## config.mk

```make
export PLATFORM = sky130hd
export DESIGN_NAME = mem_arbiter
export DESIGN_NICKNAME = d
export VERILOG_FILES = /design/src/rtl/mem_arbiter_pkg.sv /design/src/rtl/mem_arb_select.sv /design/src/rtl/mem_arbiter.sv
export SDC_FILE = /design/constraint.sdc
export NUM_CORES = 1
export LEC_CHECK = 0
export CAP_MARGIN = 10
export CORE_MARGIN = 4
export CORE_UTILIZATION = 42
export CTS_BUF_LIST = sky130_fd_sc_hd__clkbuf_2
export CTS_CLUSTER_SIZE = 12
export DETAILED_ROUTE_END_ITERATION = 8
export PLACE_DENSITY_LB_ADDON = 0.2
export SETUP_SLACK_MARGIN = 0.1
export SYNTH_ARGS = -nofsm -noshare
export SYNTH_HDL_FRONTEND = slang
export SYNTH_SLANG_ARGS = --single-unit
```

## constraint.sdc

```tcl
create_clock -name clk_in -period 5.1 [get_ports clk_in]
set_input_delay 1.02 -clock clk_in [delete_from_list [all_inputs] [get_ports clk_in]]
set_output_delay 1.02 -clock clk_in [all_outputs]
set_load 0.02 [all_outputs]
```

## src/rtl/mem_arbiter_pkg.sv

```systemverilog
`default_nettype none
// ============================================================================
// Module      : mem_arbiter_pkg
// Description : Shared constants and helpers for the memory-port arbiter.
//               Holds the state encodings, length codes, the IO region tag,
//               the default channel roles and a few small helper functions.
// Revision    : 1.0 - initial release
// ============================================================================
package mem_arbiter_pkg;

    // Arbiter state encoding
    localparam logic [1:0] c_IDLE = 2'd0;
    localparam logic [1:0] c_RD   = 2'd1;
    localparam logic [1:0] c_WR   = 2'd2;

    // Transfer length codes (byte count minus one)
    localparam logic [1:0] c_LEN_B = 2'd0;
    localparam logic [1:0] c_LEN_H = 2'd1;
    localparam logic [1:0] c_LEN_W = 2'd3;

    // addr[17:16] value that selects the memory-mapped IO region
    localparam logic [1:0] c_IO_REGION = 2'b11;

    // Default channel roles
    localparam int c_CH_IF  = 0;
    localparam int c_CH_SLB = 1;

    // Width of a channel index; a single channel still needs one bit
    function automatic int idx_width(input int n);
        return (n > 1) ? $clog2(n) : 1;
    endfunction

    // Code 2 has no meaning as a length, so it is widened to a full word
    function automatic logic [1:0] norm_len(input logic [1:0] len);
        return (len == 2'd2) ? c_LEN_W : len;
    endfunction

endpackage
`default_nettype wire

```

## src/rtl/mem_arb_select.sv

```systemverilog
`default_nettype none
// ============================================================================
// Module      : mem_arb_select
// Description : Combinational grant picker. Fixed mode grants the highest
//               requesting index; round-robin mode grants the first
//               requester found walking upward from i_ptr (with wrap).
// Ports       : i_req   - per-channel request vector
//               i_ptr   - round-robin search start (ignored in fixed mode)
//               o_valid - at least one request present
//               o_grant - index of the granted channel
// Revision    : 1.0 - initial release
// ============================================================================
module mem_arb_select
    import mem_arbiter_pkg::*;
#(
    parameter int NUM_CH  = 2,
    parameter int RR_MODE = 0,
    parameter int IDX_W   = idx_width(NUM_CH)
) (
    input  logic [NUM_CH-1:0] i_req,
    input  logic [IDX_W-1:0]  i_ptr,
    output logic              o_valid,
    output logic [IDX_W-1:0]  o_grant
);

    assign o_valid = |i_req;

    if (RR_MODE == 0) begin : g_fixed
        logic w_unused_ptr;
        assign w_unused_ptr = ^i_ptr;

        // Ascending scan: the last (highest) requester seen wins
        always_comb begin
            o_grant = '0;
            for (int i = 0; i < NUM_CH; i++) begin
                if (i_req[i]) o_grant = IDX_W'(i);
            end
        end
    end else begin : g_rr
        int w_j;

        // Scan offsets from farthest to nearest so the requester closest
        // to the pointer overwrites everything further away
        always_comb begin
            o_grant = '0;
            w_j     = 0;
            for (int k = NUM_CH - 1; k >= 0; k--) begin
                w_j = int'(i_ptr) + k;
                if (w_j >= NUM_CH) w_j = w_j - NUM_CH;
                if (i_req[w_j]) o_grant = IDX_W'(w_j);
            end
        end
    end

endmodule
`default_nettype wire

```

## src/rtl/mem_arbiter.sv

```systemverilog
`default_nettype none
// ============================================================================
// Module      : mem_arbiter
// Description : Arbitrates NUM_CH requesters onto one byte-wide memory port
//               and serialises 1/2/4-byte little-endian transfers. One done
//               pulse per transfer carries the assembled read word.
// Ports       : clk_in/rst_in  - clock, synchronous active-high reset
//               rdy_in         - global pause (freezes all state)
//               flush          - aborts reads on FLUSH_MASK channels
//               ch_req/ch_wr/ch_len/ch_addr/ch_wdata - per-channel request
//               ch_done/ch_rdata - completion pulse and read result
//               busy           - transfer in progress
//               mem_din/mem_dout/mem_a/mem_wr - byte memory port
//               io_buffer_full - IO write back-pressure
// Revision    : 1.0 - initial release
// ============================================================================
module mem_arbiter
    import mem_arbiter_pkg::*;
#(
    parameter int                NUM_CH     = 2,
    parameter int                RR_MODE    = 0,
    parameter logic [NUM_CH-1:0] FLUSH_MASK = NUM_CH'(1),
    parameter int                ADDR_W     = 32
) (
    input  logic                     clk_in,
    input  logic                     rst_in,
    input  logic                     rdy_in,
    input  logic                     flush,
    input  logic [NUM_CH-1:0]        ch_req,
    input  logic [NUM_CH-1:0]        ch_wr,
    input  logic [2*NUM_CH-1:0]      ch_len,
    input  logic [ADDR_W*NUM_CH-1:0] ch_addr,
    input  logic [32*NUM_CH-1:0]     ch_wdata,
    output logic [NUM_CH-1:0]        ch_done,
    output logic [31:0]              ch_rdata,
    output logic                     busy,
    input  logic [7:0]               mem_din,
    output logic [7:0]               mem_dout,
    output logic [ADDR_W-1:0]        mem_a,
    output logic                     mem_wr,
    input  logic                     io_buffer_full
);

    localparam int c_IDX_W = idx_width(NUM_CH);

    logic [1:0]         r_state;
    logic [c_IDX_W-1:0] r_ch;
    logic [ADDR_W-1:0]  r_addr;
    logic [1:0]         r_len;
    logic [31:0]        r_wdata;
    logic [1:0]         r_cnt;       // index of the byte currently on the port
    logic [c_IDX_W-1:0] r_rr_ptr;
    logic [NUM_CH-1:0]  r_done;
    logic [31:0]        r_rdata;
    logic [ADDR_W-1:0]  r_mem_a;
    logic               r_mem_wr;
    logic [7:0]         r_mem_dout;
    logic               r_rd_iss;    // a read byte address is on the port
    logic               r_cap;       // mem_din holds a byte to capture
    logic [1:0]         r_cap_idx;   // lane for the byte being captured

    logic [ADDR_W-1:0]  w_addr_arr  [NUM_CH];
    logic [31:0]        w_wdata_arr [NUM_CH];
    logic [1:0]         w_len_arr   [NUM_CH];

    for (genvar g = 0; g < NUM_CH; g++) begin : g_unpack
        assign w_addr_arr[g]  = ch_addr[g*ADDR_W +: ADDR_W];
        assign w_wdata_arr[g] = ch_wdata[g*32 +: 32];
        assign w_len_arr[g]   = ch_len[g*2 +: 2];
    end

    // Flushed channels are hidden from arbitration for that cycle
    logic [NUM_CH-1:0]  w_req_eff;
    logic               w_gnt_valid;
    logic [c_IDX_W-1:0] w_gnt;

    assign w_req_eff = ch_req & ~(flush ? FLUSH_MASK : '0);

    mem_arb_select #(
        .NUM_CH  (NUM_CH),
        .RR_MODE (RR_MODE),
        .IDX_W   (c_IDX_W)
    ) u_select (
        .i_req   (w_req_eff),
        .i_ptr   (r_rr_ptr),
        .o_valid (w_gnt_valid),
        .o_grant (w_gnt)
    );

    logic              w_io_addr;
    logic              w_io_stall;
    logic [1:0]        w_cnt_inc;
    logic [ADDR_W-1:0] w_addr_nxt;

    if (ADDR_W >= 18) begin : g_io
        assign w_io_addr = (r_mem_a[17:16] == c_IO_REGION);
    end else begin : g_no_io
        assign w_io_addr = 1'b0;
    end

    // A pending IO write byte is held off while the UART buffer is full
    assign w_io_stall = r_mem_wr & io_buffer_full & w_io_addr;
    assign w_cnt_inc  = r_cnt + 2'd1;
    assign w_addr_nxt = r_addr + ADDR_W'(w_cnt_inc);

    // The arbitration cycle always separates the last read byte issue from
    // the first write byte issue, so read->write turnaround needs no extra
    // bubble state.
    always_ff @(posedge clk_in) begin
        if (rst_in) begin
            r_state    <= c_IDLE;
            r_ch       <= '0;
            r_addr     <= '0;
            r_len      <= c_LEN_B;
            r_wdata    <= '0;
            r_cnt      <= '0;
            r_rr_ptr   <= '0;
            r_done     <= '0;
            r_rdata    <= '0;
            r_mem_a    <= '0;
            r_mem_wr   <= 1'b0;
            r_mem_dout <= '0;
            r_rd_iss   <= 1'b0;
            r_cap      <= 1'b0;
            r_cap_idx  <= '0;
        end else if (rdy_in) begin
            r_done <= '0;
            case (r_state)
                c_IDLE: begin
                    // No grant in a done cycle: the finished requester is
                    // still holding its request level
                    if (r_done == '0 && w_gnt_valid) begin
                        r_ch     <= w_gnt;
                        r_addr   <= w_addr_arr[w_gnt];
                        r_len    <= norm_len(w_len_arr[w_gnt]);
                        r_wdata  <= w_wdata_arr[w_gnt];
                        r_cnt    <= '0;
                        r_mem_a  <= w_addr_arr[w_gnt];
                        r_rr_ptr <= (w_gnt == c_IDX_W'(NUM_CH - 1)) ? '0 : w_gnt + 1'b1;
                        if (ch_wr[w_gnt]) begin
                            r_state    <= c_WR;
                            r_mem_wr   <= 1'b1;
                            r_mem_dout <= w_wdata_arr[w_gnt][7:0];
                        end else begin
                            r_state  <= c_RD;
                            r_rd_iss <= 1'b1;
                            r_cap    <= 1'b0;
                            r_rdata  <= '0;
                        end
                    end
                end

                c_RD: begin
                    if (flush && FLUSH_MASK[r_ch]) begin
                        // Abandon: bytes still in flight are never captured
                        r_state  <= c_IDLE;
                        r_mem_a  <= '0;
                        r_rd_iss <= 1'b0;
                        r_cap    <= 1'b0;
                    end else begin
                        if (r_cap) begin
                            r_rdata[8*r_cap_idx +: 8] <= mem_din;
                            if (r_cap_idx == r_len) begin
                                r_done[r_ch] <= 1'b1;
                                r_state      <= c_IDLE;
                            end
                        end
                        // Capture trails issue by one cycle
                        r_cap     <= r_rd_iss;
                        r_cap_idx <= r_cnt;
                        if (r_rd_iss) begin
                            if (r_cnt == r_len) begin
                                r_rd_iss <= 1'b0;
                                r_mem_a  <= '0;
                            end else begin
                                r_cnt   <= w_cnt_inc;
                                r_mem_a <= w_addr_nxt;
                            end
                        end
                    end
                end

                c_WR: begin
                    if (!w_io_stall) begin
                        if (r_cnt == r_len) begin
                            r_done[r_ch] <= 1'b1;
                            r_state      <= c_IDLE;
                            r_mem_wr     <= 1'b0;
                            r_mem_a      <= '0;
                            r_mem_dout   <= '0;
                        end else begin
                            r_cnt      <= w_cnt_inc;
                            r_mem_a    <= w_addr_nxt;
                            r_mem_dout <= r_wdata[8*w_cnt_inc +: 8];
                        end
                    end
                end

                default: r_state <= c_IDLE;
            endcase
        end
    end

    assign ch_done  = r_done;
    assign ch_rdata = r_rdata;
    assign busy     = (r_state != c_IDLE);
    assign mem_dout = r_mem_dout;
    assign mem_a    = w_io_stall ? '0 : r_mem_a;
    assign mem_wr   = r_mem_wr & rdy_in & ~w_io_stall;

endmodule
`default_nettype wire

```

# Yosys cells after proc, flatten, opt, wreduce, memory -nomap -nowiden
# Index checks and enable logic that the tools add are counted.
[totals]
register_bits = 150
output_inout_bits = 76
[op_classes]
n_addsub = 3
n_lt_le_gt_ge = 4
eq_ne = 17
shifts = 3
muxes = 71
bitwise_logic = 9
reduce_logical = 19
[ops]
columns = ["cell", "count"]
rows = [
  ["32-bit two-way mux", 16],
  ["32-bit case mux with 3 select lines", 1],
  ["32-bit case mux with 2 select lines", 1],
  ["2-bit two-way mux", 21],
  ["5-bit negator with 34-bit output", 1],
  ["8-bit by 34-bit variable shift with 32-bit output, first input constant", 1],
  ["8-bit by 34-bit indexed part select with 32-bit output", 1],
  ["32-bit by 2-bit adder with 32-bit output", 1],
  ["32-bit bitwise mux", 1],
  ["8-bit two-way mux", 4],
  ["32-bit by 6-bit indexed part select with 8-bit output", 1],
  ["6-bit AND reduction", 4],
  ["1-bit two-way mux", 19],
  ["2-bit inequality test, second input constant", 8],
  ["8-bit case mux with 2 select lines", 1],
  ["2-bit case mux with 3 select lines", 2],
  ["5-bit AND reduction", 2],
  ["3-bit inequality test, second input constant", 3],
  ["2-bit == test, second input constant", 3],
  ["1-bit case mux with 2 select lines", 3],
  ["3-bit AND reduction", 2],
  ["2-bit nonzero test", 3],
  ["1-bit bitwise AND", 4],
  ["2-bit == test", 2],
  ["other kinds (15)", 21],
]

# Longest topological paths before layout
[depth]
word_depth = 11
depth_mapped = 11
mapped_depth_nobuf = 9

# Modules after synthesis
# From an unflattened synthesis, not the netlist that was laid out.
[hier_totals]
hier_cells = 919
hier_area_um2 = 7913.8
[by_module_without_submodules]
columns = ["mod", "n_inst", "cells_per_inst", "area_per_inst_um2", "seq_area_each_um2"]
rows = [
  ["mem_arbiter", 1, 917, 7900.1, 3022.9],
  ["mem_arb_select", 1, 2, 13.8, 0.0],
]

# Least setup slack after synthesis
# Ideal clock, no wire load.
[synth_timing]
path_type = "register to register"
from = "register r_cnt[0]"
to = "register r_mem_a[16]"
setup_time_ns = 0.091
arrival_time_ns = 3.031
required_time_ns = 5.009
path_slack_ns = 1.978
path_stages_with_launch = 11
n_path_buf = 2
synth_period_minus_slack_ns = 3.122
path_cell_list = "dfxtp_1 -> buf_1 -> xor2_1 -> inv_1 -> fa_1 -> and4b_1 -> clkbuf_1 -> nand3_1 -> or3_1 -> a211o_1 -> a311oi_1"
[synth_via]
elab_chain_len = 6
elab_cells_between_ends = 8
cone_classes = "add/sub (2); eq/ne (1); mux (5)"
[synth_lines]
columns = ["element", "line_no", "text"]
rows = [
  ["from (decl)", "mem_arbiter.sv:51", "logic [1:0] r_cnt;"],
  ["from (signal assigned)", "mem_arbiter.sv:176", "r_cnt <= w_cnt_inc;"],
  ["from (signal assigned)", "mem_arbiter.sv:192", "r_cnt <= w_cnt_inc;"],
  ["2-bit by 1-bit adder with 2-bit output", "mem_arbiter.sv:103", "assign w_cnt_inc = r_cnt + 2'd1;"],
  ["32-bit by 2-bit adder with 32-bit output", "mem_arbiter.sv:104", "assign w_addr_nxt = r_addr + ADDR_W'(w_cnt_inc);"],
  ["32-bit two-way mux (*)", "mem_arbiter.sv:172, mem_arbiter.sv:185", ""],
  ["32-bit two-way mux", "mem_arbiter.sv:171", "if (r_rd_iss) begin"],
  ["32-bit two-way mux", "mem_arbiter.sv:154", "if (flush && FLUSH_MASK[r_ch]) begin"],
  ["32-bit case mux with 3 select lines (*)", "mem_arbiter.sv:128", "case (r_state)"],
  ["to (signal assigned)", "mem_arbiter.sv:138", "r_mem_a <= w_addr_arr[w_gnt];"],
  ["to (signal assigned)", "mem_arbiter.sv:177", "r_mem_a <= w_addr_nxt;"],
  ["to (signal assigned)", "mem_arbiter.sv:193", "r_mem_a <= w_addr_nxt;"],
  ["to (decl)", "mem_arbiter.sv:55", "logic [ADDR_W-1:0] r_mem_a;"],
]
# Every way passes the cells marked *; elsewhere a longest branch is shown, timed or not. The select of a mux whose other input is x is not followed.
# A chain may end at the register's enable or synchronous reset.

# Worst setup path after layout
[layout_timing]
from = "input io_buffer_full"
to = "output mem_a[11]"
[layout_via]
elab_chain_len = 3
[layout_lines]
columns = ["element", "line_no", "text"]
rows = [
  ["from (decl)", "mem_arbiter.sv:41", "input logic io_buffer_full"],
  ["1-bit bitwise AND (2 in series)", "mem_arbiter.sv:102", "assign w_io_stall = r_mem_wr & io_buffer_full & w_io_addr;"],
  ["32-bit two-way mux", "mem_arbiter.sv:208", "assign mem_a = w_io_stall ? '0 : r_mem_a;"],
  ["to (decl)", "mem_arbiter.sv:39", "output logic [ADDR_W-1:0] mem_a,"],
]
# No other way between the ends.

==> flow_summary.toml <==
[worst_setup_path]
required_ns = 4.08
worstSetupPathType = "in -> out"
setup.worst_path.end_class = "output port"
cp-start-kind = "primary input"
crit_fanout = 32
crit_arrival_ns = 2.70

[sta]
hold_violations = 0
setup_tns_ns = 0
period_share = 0.730
grt_setup_unrepaired = "false"
maxClockFrequency_mhz = 269
fin_hold_ws_ns = 0.497
fin_skew_ns = 0.0291
slew-limit-headroom = 0.348
tightest_slew_ns = 0.975
period_needed_ns = 3.72
final-max-slew-violation-count = 0
setup_violations = 0

[synthesis]
synth_compound_area_frac = 0.233
synth_area_sq_um = 8140
synth.most_common_cell = "dfxtp_1"
synth_common_cells = "150 x dfxtp_1, 99 x a21oi_1, 88 x nor2_1, 78 x a211oi_1"
synth_top_family_by_area = "compound AO/OA/AOI/OAI gates"
syn_inst = 975
syn-num-nets = 1134
synthAdderAreaFrac = 0.0163
ys.flop_type = "dfxtp_1"
synthTopCellsByArea = "dfxtp_1 37%, mux2i_1 8.6%, a211oi_1 7.2%, a21oi_1 6.1%, nor2_1 4.1%"
synth_top_cell_by_area = "dfxtp_1"
ys_async_sr_fraction = 0
yosys.area_share.simple = 0.201
yosysWarnings = 0
ys_ff_latch = 150
ys_seq_area_frac = 0.369
synth_mux_area_frac = 0.108
synth_top_area_frac = 0.369
synth_edf_count = 0
synth.distinct_cells = 52
synth-xor-area-share = 0.0172
syn_avg_cell_area_sq_um = 8.35

[global_route]
grt_max_degree = 72
antenna_found_initial = 1
grt_pass1_wl_um = 38200
grt_pass1_vias = 7502
grt_use_total = 0.214
overflow = 0

[clocking]
hold_buffers = 0
cts_tree = "built"
max-clock-path-buffers = 2
cts_sinks = 150
h-tree-depth = 4
cts_setup_buffers = 0
clk_pin_slew_ns = 0.24
root_buffer = "clkbuf_2"
insertion_delay_ns = 0.75
cts_resized = 0
numCtsBuffers = 17

[floorplanning]
fp.dieW_um = 147
fp.dieH_um = 147
ios = 225
dieArea_sq_um = 21700
rows = 50
coreArea_sq_um = 18900
start_util = 0.431

[final_layout]
layout.cell_area.non_filler_sq_um = 10700
final_nets = 1296
syn2layout_area_growth_pct = 31.6
drive_above_1_share = 0.0696

[power_and_ir_drop]
ir_worst_vdd_mv = 0.109
power.total_mw = 2.95
power_density_nw_per_um2 = 276
p_leak_nw = 3.77

[routing]
antenna_left = 0
vias_per_cell = 5.58
drcViolationCount = 0
vias = 7877
dr.pass1.iters = 5
drt_iter0_drc = 463
wl_um = 23700
post_drt_wl_per_cell_um = 16.8

[run_status]
run_status = "finished, final reports clean"

[flow_run]
maxCapViolCount = 0

[hold_path]
min_path_type = "reg -> reg"

[placement]
hpwl_um = 16900
gp_congestion = 0.818
port_buffers = 224
placed_area_sq_um = 10400
[layout by cell type, fill, tap and decap left out, types with 8 or more instances in the layout]
cell             count
mux4_2               8
nor2b_1              8
inv_1               21
nand2_1             28
o21ai_0             13
ha_1                 9
a311oi_1            18
nor4_1              12
nand4_1             36
nor3_1              24
xnor2_1             10
or2_2               19
buf_4               15
clkbuf_2            17
mux2i_1             70
o31a_1              13
o21ai_1             50
o22ai_1              9
nor2_1              88
or4_1               11
and2_1              35
clkdlybuf4s50_1    222
a211oi_1            78
a21oi_1             99
nand3_1             11
dfxtp_1            150
[cell families (layout without fill, tap and decap cells)]
logic type / after synthesis / after routing
adders and majority gates: 10 / 10
and+or+nand+nor: 306 / 306
DFF: 150 / 150
muxes: 78 / 78
AOI/OAI and AO/OA: 300 / 300
other: 0 / 1
buffers and inverters: 115 / 290
xor gates and xnor gates: 16 / 16
[final timing paths]
path | start | end | slack (ns) | cells past startpoint
min reg2reg | ch_rdata[1]$_SDFFE_PP0P_ | ch_rdata[1]$_SDFFE_PP0P_ | 0.50 | 2
max | io_buffer_full | mem_a[11] | 1.38 | 5
max reg2reg | r_cnt[0]$_SDFFE_PP0P_ | r_mem_a[16]$_SDFFE_PP0P_ | 1.71 | 8
min | ch_rdata[1]$_SDFFE_PP0P_ | ch_rdata[1]$_SDFFE_PP0P_ | 0.50 | 2
[critical path: stages]
cell and delay [ns]:
clkdlybuf4s50_1 0.42, nand4_1 0.13, buf_4 0.31, and2_1 0.20, clkdlybuf4s50_1 0.61
[layout make-up]
cell class,instances,area (sq um)
antenna,1,2.50
clock buffer,17,85.1
clock inverter,15,180
fill,1820,8180
inverter,21,78.8
multi-input combinational,710,4700
sequential,150,3000
tap,260,325
timing repair buffer,237,2330
[flip-flops by register name (all words and copies together), names as in the netlist]
register and flops:
r_wdata 32, r_len 2, r_ch 1, mem_dout 8
r_cnt 2, r_state 2, r_cap 1, ch_done 2
ch_rdata 32, r_mem_a 32, r_rd_iss 1, r_addr 32
r_cap_idx 2, r_mem_wr 1
[report_power, final]
part / internal (mW) / leakage (nW) / switching [mW] / total (mW)
registers: 1.28 / 1.23 / 0.0929 / 1.38
logic: 0.405 / 2.40 / 0.436 / 0.841
clock network: 0.275 / 0.141 / 0.463 / 0.737
total: 1.96 / 3.77 / 0.991 / 2.95
[stage by stage]
stage	util	std cells	worst slack [ns]
CTS	0.567	1410	1.37
finish	0.567	1411	1.38
floorplan	-	975	1.98
detailed placement	0.553	1378	1.33
global route	0.567	1411	1.29
global placement	0.553	1378	1.36
[per-layer routing]
layer | share of wire | GRT usage | up-vias
met1 | 0.44 | 0.277 | 3692
li1 | - | - | 3932
met2 | 0.48 | 0.358 | 233
met3 | 0.063 | 0.0518 | 20
met5 | 0 | 0 | -
met4 | 0.013 | 0.0536 | 0
(Power assumes the default switching activity.)
